### config.mk
export PLATFORM = sky130hd
export DESIGN_NAME = mem_stage
export DESIGN_NICKNAME = d
export VERILOG_FILES = /design/src/rtl/lc3b_types.sv /design/src/rtl/mem_align.sv /design/src/rtl/mem_stage.sv
export SDC_FILE = /design/constraint.sdc
export NUM_CORES = 1
export LEC_CHECK = 0
export BUFFER_PORTS_ARGS = -buffer_cell sky130_fd_sc_hd__buf_4
export CORE_MARGIN = 4
export CORE_UTILIZATION = 38
export CTS_CLUSTER_DIAMETER = 50
export CTS_CLUSTER_SIZE = 25
export DETAILED_ROUTE_END_ITERATION = 16
export HOLD_SLACK_MARGIN = 0.02
export PLACE_DENSITY = 0.76
export SLEW_MARGIN = 20
export SYNTH_ARGS = -nofsm -noshare
export SYNTH_HDL_FRONTEND = slang
export SYNTH_SLANG_ARGS = --single-unit
export TNS_END_PERCENT = 5
### constraint.sdc
create_clock -name clk -period 1.69 [get_ports clk]
set_input_delay 0.0845 -clock clk [delete_from_list [all_inputs] [get_ports clk]]
set_output_delay 0.0845 -clock clk [all_outputs]
set_load 0.05 [all_outputs]
### src/rtl/lc3b_types.sv
// rtl/lc3b_types.sv - shared LC-3b types: opcodes, instruction packet, memory-stage state and helpers
package lc3b_types;

    typedef enum logic [3:0] {
        OP_BR   = 4'b0000,
        OP_ADD  = 4'b0001,
        OP_LDB  = 4'b0010,
        OP_STB  = 4'b0011,
        OP_JSR  = 4'b0100,
        OP_AND  = 4'b0101,
        OP_LDR  = 4'b0110,
        OP_STR  = 4'b0111,
        OP_RTI  = 4'b1000,
        OP_NOT  = 4'b1001,
        OP_LDI  = 4'b1010,
        OP_STI  = 4'b1011,
        OP_JMP  = 4'b1100,
        OP_SHF  = 4'b1101,
        OP_LEA  = 4'b1110,
        OP_TRAP = 4'b1111
    } lc3b_opcode;

    typedef struct packed {
        lc3b_opcode  opcode;
        logic [2:0]  dr;
        logic [15:0] pc;
    } lc3b_ipacket;

    typedef logic [1:0] lc3b_mem_wmask;

    typedef enum logic [1:0] {
        IDLE = 2'd0,
        ACC1 = 2'd1,
        ACC2 = 2'd2,
        DONE = 2'd3
    } mem_state_t;

    function automatic logic is_memop(lc3b_opcode op);
        return op inside {OP_LDR, OP_LDB, OP_LDI, OP_STR, OP_STB, OP_STI};
    endfunction

    function automatic logic is_byte_op(lc3b_opcode op);
        return op inside {OP_LDB, OP_STB};
    endfunction

    function automatic logic is_indirect(lc3b_opcode op);
        return op inside {OP_LDI, OP_STI};
    endfunction

endpackage

### src/rtl/mem_align.sv
// rtl/mem_align.sv - byte lane selection/ZEXT for loads, wmask/wdata replication for stores
module mem_align
    import lc3b_types::*;
(
    input  logic          byte_op,
    input  logic          addr_lsb,
    input  logic [15:0]   rdata,
    input  logic [15:0]   store_data,
    output logic [15:0]   load_data,
    output lc3b_mem_wmask store_wmask,
    output logic [15:0]   store_wdata
);

    always_comb begin
        load_data   = rdata;
        store_wdata = store_data;
        store_wmask = 2'b11;
        if (byte_op) begin
            load_data   = {8'h00, addr_lsb ? rdata[15:8] : rdata[7:0]};
            store_wdata = {store_data[7:0], store_data[7:0]};
            store_wmask = addr_lsb ? 2'b10 : 2'b01;
        end
    end

endmodule

### src/rtl/mem_stage.sv
// rtl/mem_stage.sv - pipeline memory stage: data-memory handshake incl. indirect loads/stores
module mem_stage
    import lc3b_types::*;
(
    input  logic          clk,
    input  logic          reset,
    input  logic          valid_in,
    input  lc3b_ipacket   ipacket,
    input  logic [15:0]   bradd_out,
    input  logic [15:0]   sr_store,
    input  logic          dmem_resp,
    input  logic [15:0]   dmem_rdata,
    output logic [15:0]   dmem_address,
    output logic          dmem_read,
    output logic          dmem_write,
    output lc3b_mem_wmask dmem_wmask,
    output logic [15:0]   dmem_wdata,
    output logic [15:0]   mem_out,
    output logic          stall
);

    mem_state_t    state_q, state_d;
    logic [15:0]   mdr_q, mdr_d;
    logic [15:0]   ind_addr_q, ind_addr_d;

    lc3b_opcode    op;
    logic          memop, byte_op, ind_op, plain_store, sti_op;
    logic [15:0]   load_data, st_wdata;
    lc3b_mem_wmask st_wmask;
    logic          unused_ipkt;

    assign op          = ipacket.opcode;
    assign memop       = is_memop(op);
    assign byte_op     = is_byte_op(op);
    assign ind_op      = is_indirect(op);
    assign plain_store = (op == OP_STR) || (op == OP_STB);
    assign sti_op      = (op == OP_STI);
    assign unused_ipkt = ^{ipacket.dr, ipacket.pc};

    mem_align u_align (
        .byte_op     (byte_op),
        .addr_lsb    (bradd_out[0]),
        .rdata       (dmem_rdata),
        .store_data  (sr_store),
        .load_data   (load_data),
        .store_wmask (st_wmask),
        .store_wdata (st_wdata)
    );

    always_comb begin
        state_d      = state_q;
        mdr_d        = mdr_q;
        ind_addr_d   = ind_addr_q;
        dmem_address = 16'h0000;
        dmem_read    = 1'b0;
        dmem_write   = 1'b0;
        dmem_wmask   = 2'b00;
        dmem_wdata   = 16'h0000;
        case (state_q)
            IDLE: begin
                if (valid_in && memop) state_d = ACC1;
            end
            // First access: the data itself, or the pointer for LDI/STI.
            ACC1: begin
                dmem_address = byte_op ? bradd_out : (bradd_out & 16'hFFFE);
                if (plain_store) begin
                    dmem_write = 1'b1;
                    dmem_wmask = st_wmask;
                    dmem_wdata = st_wdata;
                end else begin
                    dmem_read = 1'b1;
                end
                if (dmem_resp) begin
                    if (ind_op) begin
                        ind_addr_d = dmem_rdata;
                        state_d    = ACC2;
                    end else begin
                        if (!plain_store) mdr_d = load_data;
                        state_d = DONE;
                    end
                end
            end
            ACC2: begin
                dmem_address = ind_addr_q & 16'hFFFE;
                if (sti_op) begin
                    dmem_write = 1'b1;
                    dmem_wmask = st_wmask;
                    dmem_wdata = st_wdata;
                end else begin
                    dmem_read = 1'b1;
                end
                if (dmem_resp) begin
                    if (!sti_op) mdr_d = dmem_rdata;
                    state_d = DONE;
                end
            end
            DONE: begin
                state_d = IDLE;
            end
            default: state_d = IDLE;
        endcase
    end

    assign stall   = valid_in && memop && (state_q != DONE);
    assign mem_out = mdr_q;

    always_ff @(posedge clk) begin
        if (reset) begin
            state_q    <= IDLE;
            mdr_q      <= 16'h0000;
            ind_addr_q <= 16'h0000;
        end else begin
            state_q    <= state_d;
            mdr_q      <= mdr_d;
            ind_addr_q <= ind_addr_d;
        end
    end

endmodule

==> metrics.csv, run 1 <==
metric;value;unit
CP peak stage delay;0.39;ns
dpl hpwl;4630;um
Min Hold Slack;0.0443;ns
Final Non-Filler Cells;403;
Ys Warns;0;
# hold bufs at CTS;0;
Die ar.;6480;sq um
die height;80.5;um
Max Cap Viol;0;
mux contribution to synthesized area;0.155;
Post-Synth Adder-Cell Area;0.0313;
final wirelength;6650;um
All-Layer GR Usage;0.203;
clk slew on worst S/H paths;0.07;ns
unrepaired setup endpoints after global routing;yes;
Overflow after GRT;0;
GP Congestion;0.778;
Seq/Total Area, Yosys;0.331;
Starting Density;0.391;
largest family of logic cells by synthesized area;compound AO/OA/AOI/OAI gates;
Internal Power;2.06;mW
Syn Std Cell Area;2000;sq um
vias in the first global route;2119;
Clock Latency Late Sink;0.28;ns
net load switching power;1.62;mW
Critical Path RT;1.61;ns
Gate Count Post-Synth;217;
Worst Setup Start Kind;flop;
failing checks;negative setup slack;
Lkg Pwr;1.59;nW
slowest CP cell;dfxtp_4;
Finish-stage setup viols;47;
Compound-Gate Fraction of Synth Area;0.251;
first-pass GRT wire length;10300;um
xor and xnor fraction of the mapped netlist area;0;
HP Class;input port to flop;
nets;412;
fill cell count;394;
normalized max-slew margin;0.675;
status;finished with violations;
Sink Count;33;
Comb pwr share;0.580;
Tcrit/Tclk final;1.09;
Chip Width;80.5;um
io pins;128;
critical path class;flop to primary output;
port buffer count;108;
CTS tree;done;
Simple-Gate Fraction of Synth Area;0.172;
Switching Share;0.440;
Area Growth Syn to Fin;74.4;%
Worst EP arrival;1.76;ns
CP Cell Sequence;inv_6 > ha_4 > buf_4 > and2_4 > buf_12 > a22o_2 > buf_6;
initial antenna violation count;0;
Setup WS pre-CTS;-0.0747;ns
Slew Viols, Final;0;
endpoint type of the worst setup path;primary output;
PnR Total Power;3.68;mW
maximum vdd drop;0.794;mV
Seq pwr share;0.269;
Max Clk Rate;0.543;GHz
layout cell share with drive strength beyond 1;0.580;
DP Cell Count;387;
Clock Skew;0.00242;ns
1st-pass router iterations;4;
Num CTS Buffers;5;
# diodes;0;
routed vias;2095;
Via density;5.20;
power per cell area;1060;nW/um^2
fin crit period;1.84;ns
Max clock buf depth;2;
Core Area;5110;sq um
routed len/inst;16.5;um
H-tree level count;2;
Least-Margin Pin Slew;0.485;ns
Yosys reg bits;33;
clock power share;0.151;
Residual DRC;0;
syn_area_per_cell;9.20;sq um
largest net degree at the start of global routing;34;
drt initial violations;65;
Post-DRT Antenna Nets;0;
Synth cell types;36;
CTS root buf;clkbuf_8;
final hold viol count;0;
Syn Nets;297;
row count;26;
CP max FO;16;
Core Util, Final;0.681;
slack of the critical path;-0.151;ns
## final cells by class
class / instances / area (sq um) / share of cell area
inverter: 6 / 33.8 / 0.00971
sequential: 33 / 668 / 0.192
tap: 70 / 87.6 / 0.0252
multi-input combinational: 161 / 1420 / 0.408
clock buffer: 8 / 80.1 / 0.0230
timing repair buffer: 124 / 1180 / 0.340
timing repair inverter: 1 / 7.51 / 0.00216
## worst max-delay path: cells and delay by family (launching register included)
family,cells,cell delay [ns]
flops,1,0.39
simple gates,1,0.17
compound gates,1,0.27
buf+inv,4,0.48
fa+ha+maj,1,0.17
## cell families after synthesis
logic type / Yosys count
multiplexers: 31
AO/OA/AOI/OAI: 63
adder cells (fa/ha/maj): 5
AND/OR/NAND/NOR: 62
buffers and inverters: 23
flip-flops: 33
## registers in the layout (all words and copies together) (netlist names)
name        count
state_q         2
mem_out        16
ind_addr_q     15
## power by group through the flow
stage,sequential (mW),clock [mW],combinational (mW)
3_3_place_gp,0.979,0,1.85
5_1_grt,1.00,0.599,2.25
2_1_floorplan,1.25,0,1.06
4_1_cts,0.981,0.571,2.08
3_5_place_dp,0.980,0,1.89
6_report,0.988,0.557,2.13
## timing repair
item                                    CTS  global route
pin swaps                                17            20
resized for setup                        65             9
buffers inserted                          4             2
endpoints found under the setup margin   52            52
gates cloned                              2             0
## final timing paths
kind / start / end / slack (ns) / depth (start not counted)
worst max-delay path: state_q[0] / dmem_address[13] / -0.15 / 7
worst min-delay path: dmem_rdata[3] / ind_addr_q[3] / 0.04 / 3
worst max register to register: state_q[1] / mem_out[2] / -0.06 / 8
worst min register to register: mem_out[10] / mem_out[10] / 0.49 / 2
## metal layers
layer	up-vias	share of wire	wire length (um)	GRT usage
met2	52	0.53	3540	0.363
li1	1016	-	-	-
met4	0	0.018	119	0.0490
met5	-	0	0	0
met3	12	0.034	229	0.0314
met1	1015	0.42	2770	0.254
## stage by stage
stage	instance area [sq um]	setup TNS (ns)
after floorplan	2170	0
after global placement	3050	-0.132
after detailed placement	3050	-0.602
after CTS	3430	-4.30
after global routing	3480	-8.46
final	3480	-4.63
## synth_stat cells
cell	number	share of area
or3b_1	1	0.0044
buf_6	3	0.017
nor2_4	1	0.0056
o211a_4	1	0.0088
and2_1	10	0.031
o21ai_0	11	0.028
buf_4	1	0.0038
nand4_1	9	0.028
a21oi_2	2	0.0088
o22ai_1	1	0.0031
o31a_1	1	0.0044
ha_1	5	0.031
a211oi_1	2	0.0075
a22o_1	15	0.066
a31oi_1	2	0.0063
and2b_4	1	0.0050
nor2_1	29	0.055
a21oi_1	17	0.043
a31o_2	1	0.0044
buf_2	4	0.010
a31oi_4	1	0.011
nand2_1	2	0.0038
nand2b_1	2	0.0063
inv_1	6	0.011
clkbuf_1	8	0.015
mux2i_1	31	0.16
dfxtp_1	33	0.33
nand4_4	1	0.011
nor3b_2	1	0.0063
and3_1	1	0.0031
nand3_1	1	0.0025
nand3b_1	2	0.0075
a211oi_2	8	0.050
o211ai_4	1	0.011
nor2b_1	1	0.0031
buf_1	1	0.0019
## cells in the final DEF, fill, tap and decap left out, types with 3 or more instances in the layout
cell type / Yosys / routed
a211oi_2: 8 / 8
a22o_2: 0 / 8
and2_4: 0 / 10
buf_8: 0 / 15
clkbuf_1: 8 / 3
a21oi_1: 17 / 14
a21oi_2: 2 / 3
nor2_4: 1 / 9
a22o_1: 15 / 6
buf_4: 1 / 83
mux2i_1: 31 / 31
dfxtp_1: 33 / 31
nor2_1: 29 / 20
clkbuf_8: 0 / 5
buf_12: 0 / 3
buf_6: 3 / 22
o21ai_0: 11 / 9
ha_4: 0 / 3
nand4_1: 9 / 9
(Power assumes the default switching activity.)
==> run 2: changes to the inputs <==
--- a/config.mk
+++ b/config.mk
@@ -8,6 +8,7 @@
 export BUFFER_PORTS_ARGS = -buffer_cell sky130_fd_sc_hd__buf_4
 export CORE_MARGIN = 4
 export CORE_UTILIZATION = 38
+export CTS_BUF_LIST = sky130_fd_sc_hd__clkbuf_16
 export CTS_CLUSTER_DIAMETER = 50
 export CTS_CLUSTER_SIZE = 25
 export DETAILED_ROUTE_END_ITERATION = 16
==> run 2 against run 1 <==
The flow still finishes with violations (negative setup slack); fmax down 0.60%; worst hold slack improved by 0.0055 ns; die area unchanged; sequential share of layout area shrank 0.23 points; via count shrank 0.14%; design area grew 1.2%; core utilization up 0.81 points; global-route usage hardly changed; wire length decreased by 0.65%; first-iteration DRC count rose by 4.6%.
==> metrics.csv, run 2 (same netlist as run 1, synthesis figures left out) <==
metric;value;unit
slack of the critical path;-0.162;ns
routed len/inst;16.4;um
Area Growth Syn to Fin;76.4;%
first-pass GRT wire length;10200;um
nets;411;
Post-DRT Antenna Nets;0;
failing checks;negative setup slack;
routed vias;2092;
Least-Margin Pin Slew;0.490;ns
Core Util, Final;0.689;
final hold viol count;0;
Sink Count;33;
status;finished with violations;
H-tree level count;2;
Starting Density;0.391;
Worst Setup Start Kind;flop;
clk slew on worst S/H paths;0.05;ns
number of flip-flops in the largest register;16;
critical path class;flop to primary output;
CTS tree;done;
fin crit period;1.85;ns
Sum Neg Setup Slack;-4.29;ns
Slew Viols, Final;0;
Worst EP arrival;1.77;ns
Finish-stage setup viols;36;
placed cell area;3050;sq um
DP Cell Count;387;
vias in the first global route;2094;
Clock Latency Late Sink;0.27;ns
Lkg Pwr;1.62;nW
layout cell share with drive strength beyond 1;0.569;
normalized max-slew margin;0.672;
row count;26;
Die ar.;6480;sq um
Core Area;5110;sq um
Critical Path RT;1.61;ns
die height;80.5;um
# diodes;0;
Setup WS pre-CTS;-0.0747;ns
fill cell count;388;
CP max FO;5;
PnR Total Power;3.94;mW
Min Hold Slack;0.0498;ns
Tcrit/Tclk final;1.10;
All-Layer GR Usage;0.203;
final wirelength;6610;um
power per cell area;1120;nW/um^2
endpoint type of the worst setup path;primary output;
Final Non-Filler Cells;402;
most frequent cells in the layout;81 x buf_4, 31 x mux2i_1, 31 x dfxtp_1;
Overflow after GRT;0;
io pins;128;
unrepaired setup endpoints after global routing;yes;
initial antenna violation count;0;
GP Congestion;0.778;
Max clock buf depth;2;
# hold bufs at CTS;0;
port buffer count;108;
HP Class;input port to flop;
Max Cap Viol;0;
leading cell type in the layout, fill and taps excluded;buf_4;
dpl hpwl;4630;um
maximum vdd drop;0.610;mV
Max Clk Rate;0.540;GHz
Chip Width;80.5;um
Residual DRC;0;
largest net degree at the start of global routing;34;
final instance area;3520;sq um
CTS root buf;clkbuf_16;
Clock Skew;0.00276;ns
1st-pass router iterations;4;
Num CTS Buffers;5;
drt initial violations;68;
Via density;5.20;
## run 2: cell count changes in the layout (fill, tap and decap cells not counted), sizes merged
cell and delta:
buf -1, inv +3, clkbuf -3
## run 2: timing repair
| item | in CTS | in global routing |
|---|---|---|
| gates cloned | 2 | 0 |
| endpoints found under the setup margin | 52 | 43 |
| buffers inserted | 5 | 0 |
| pin swaps | 8 | 12 |
| resized for setup | 63 | 6 |
## run 2: final timing paths
check / from / endpoint / slack [ns] / depth (start not counted)
worst max-delay path: state_q[1] / dmem_wmask[0] / -0.16 / 9
worst min-delay path: dmem_rdata[3] / ind_addr_q[3] / 0.05 / 3
worst max register to register: state_q[1] / mem_out[2] / 0.08 / 9
worst min register to register: mem_out[8] / mem_out[8] / 0.48 / 2
## run 2: metal layers
metal / track usage / up-vias / routed length, um
met5: 0 / - / 0
met4: 0.0490 / 0 / 104
met3: 0.0448 / 10 / 289
met2: 0.352 / 57 / 3420
met1: 0.254 / 1007 / 2790
li1: - / 1018 / -
## run 2: power breakdown
part	leakage (nW)	total, mW	switching (mW)	internal, mW
Sequential	0.269	0.987	0.0860	0.901
Combinational	1.27	2.13	1.26	0.872
Clock	0.0776	0.828	0.300	0.528
Total	1.62	3.94	1.64	2.30
## run 2: worst max-delay path: stages, from the launching register on
cell and delay (ns):
dfxtp_4 0.37, inv_4 0.08, ha_4 0.14, inv_2 0.03, o22ai_2 0.13, nand4_1 0.14, buf_6 0.18, buf_12 0.14
a21oi_4 0.11, buf_6 0.17
## run 2: area by class of cell
| type | count | area [sq um] | area share |
|---|---|---|---|
| multi-input combinational | 161 | 1400 | 0.398 |
| timing repair buffer | 123 | 1190 | 0.338 |
| sequential | 33 | 668 | 0.190 |
| clock buffer | 5 | 125 | 0.0355 |
| tap | 70 | 87.6 | 0.0249 |
| inverter | 6 | 31.3 | 0.00888 |
| clock inverter | 3 | 11.3 | 0.00320 |
| timing repair inverter | 1 | 7.51 | 0.00213 |
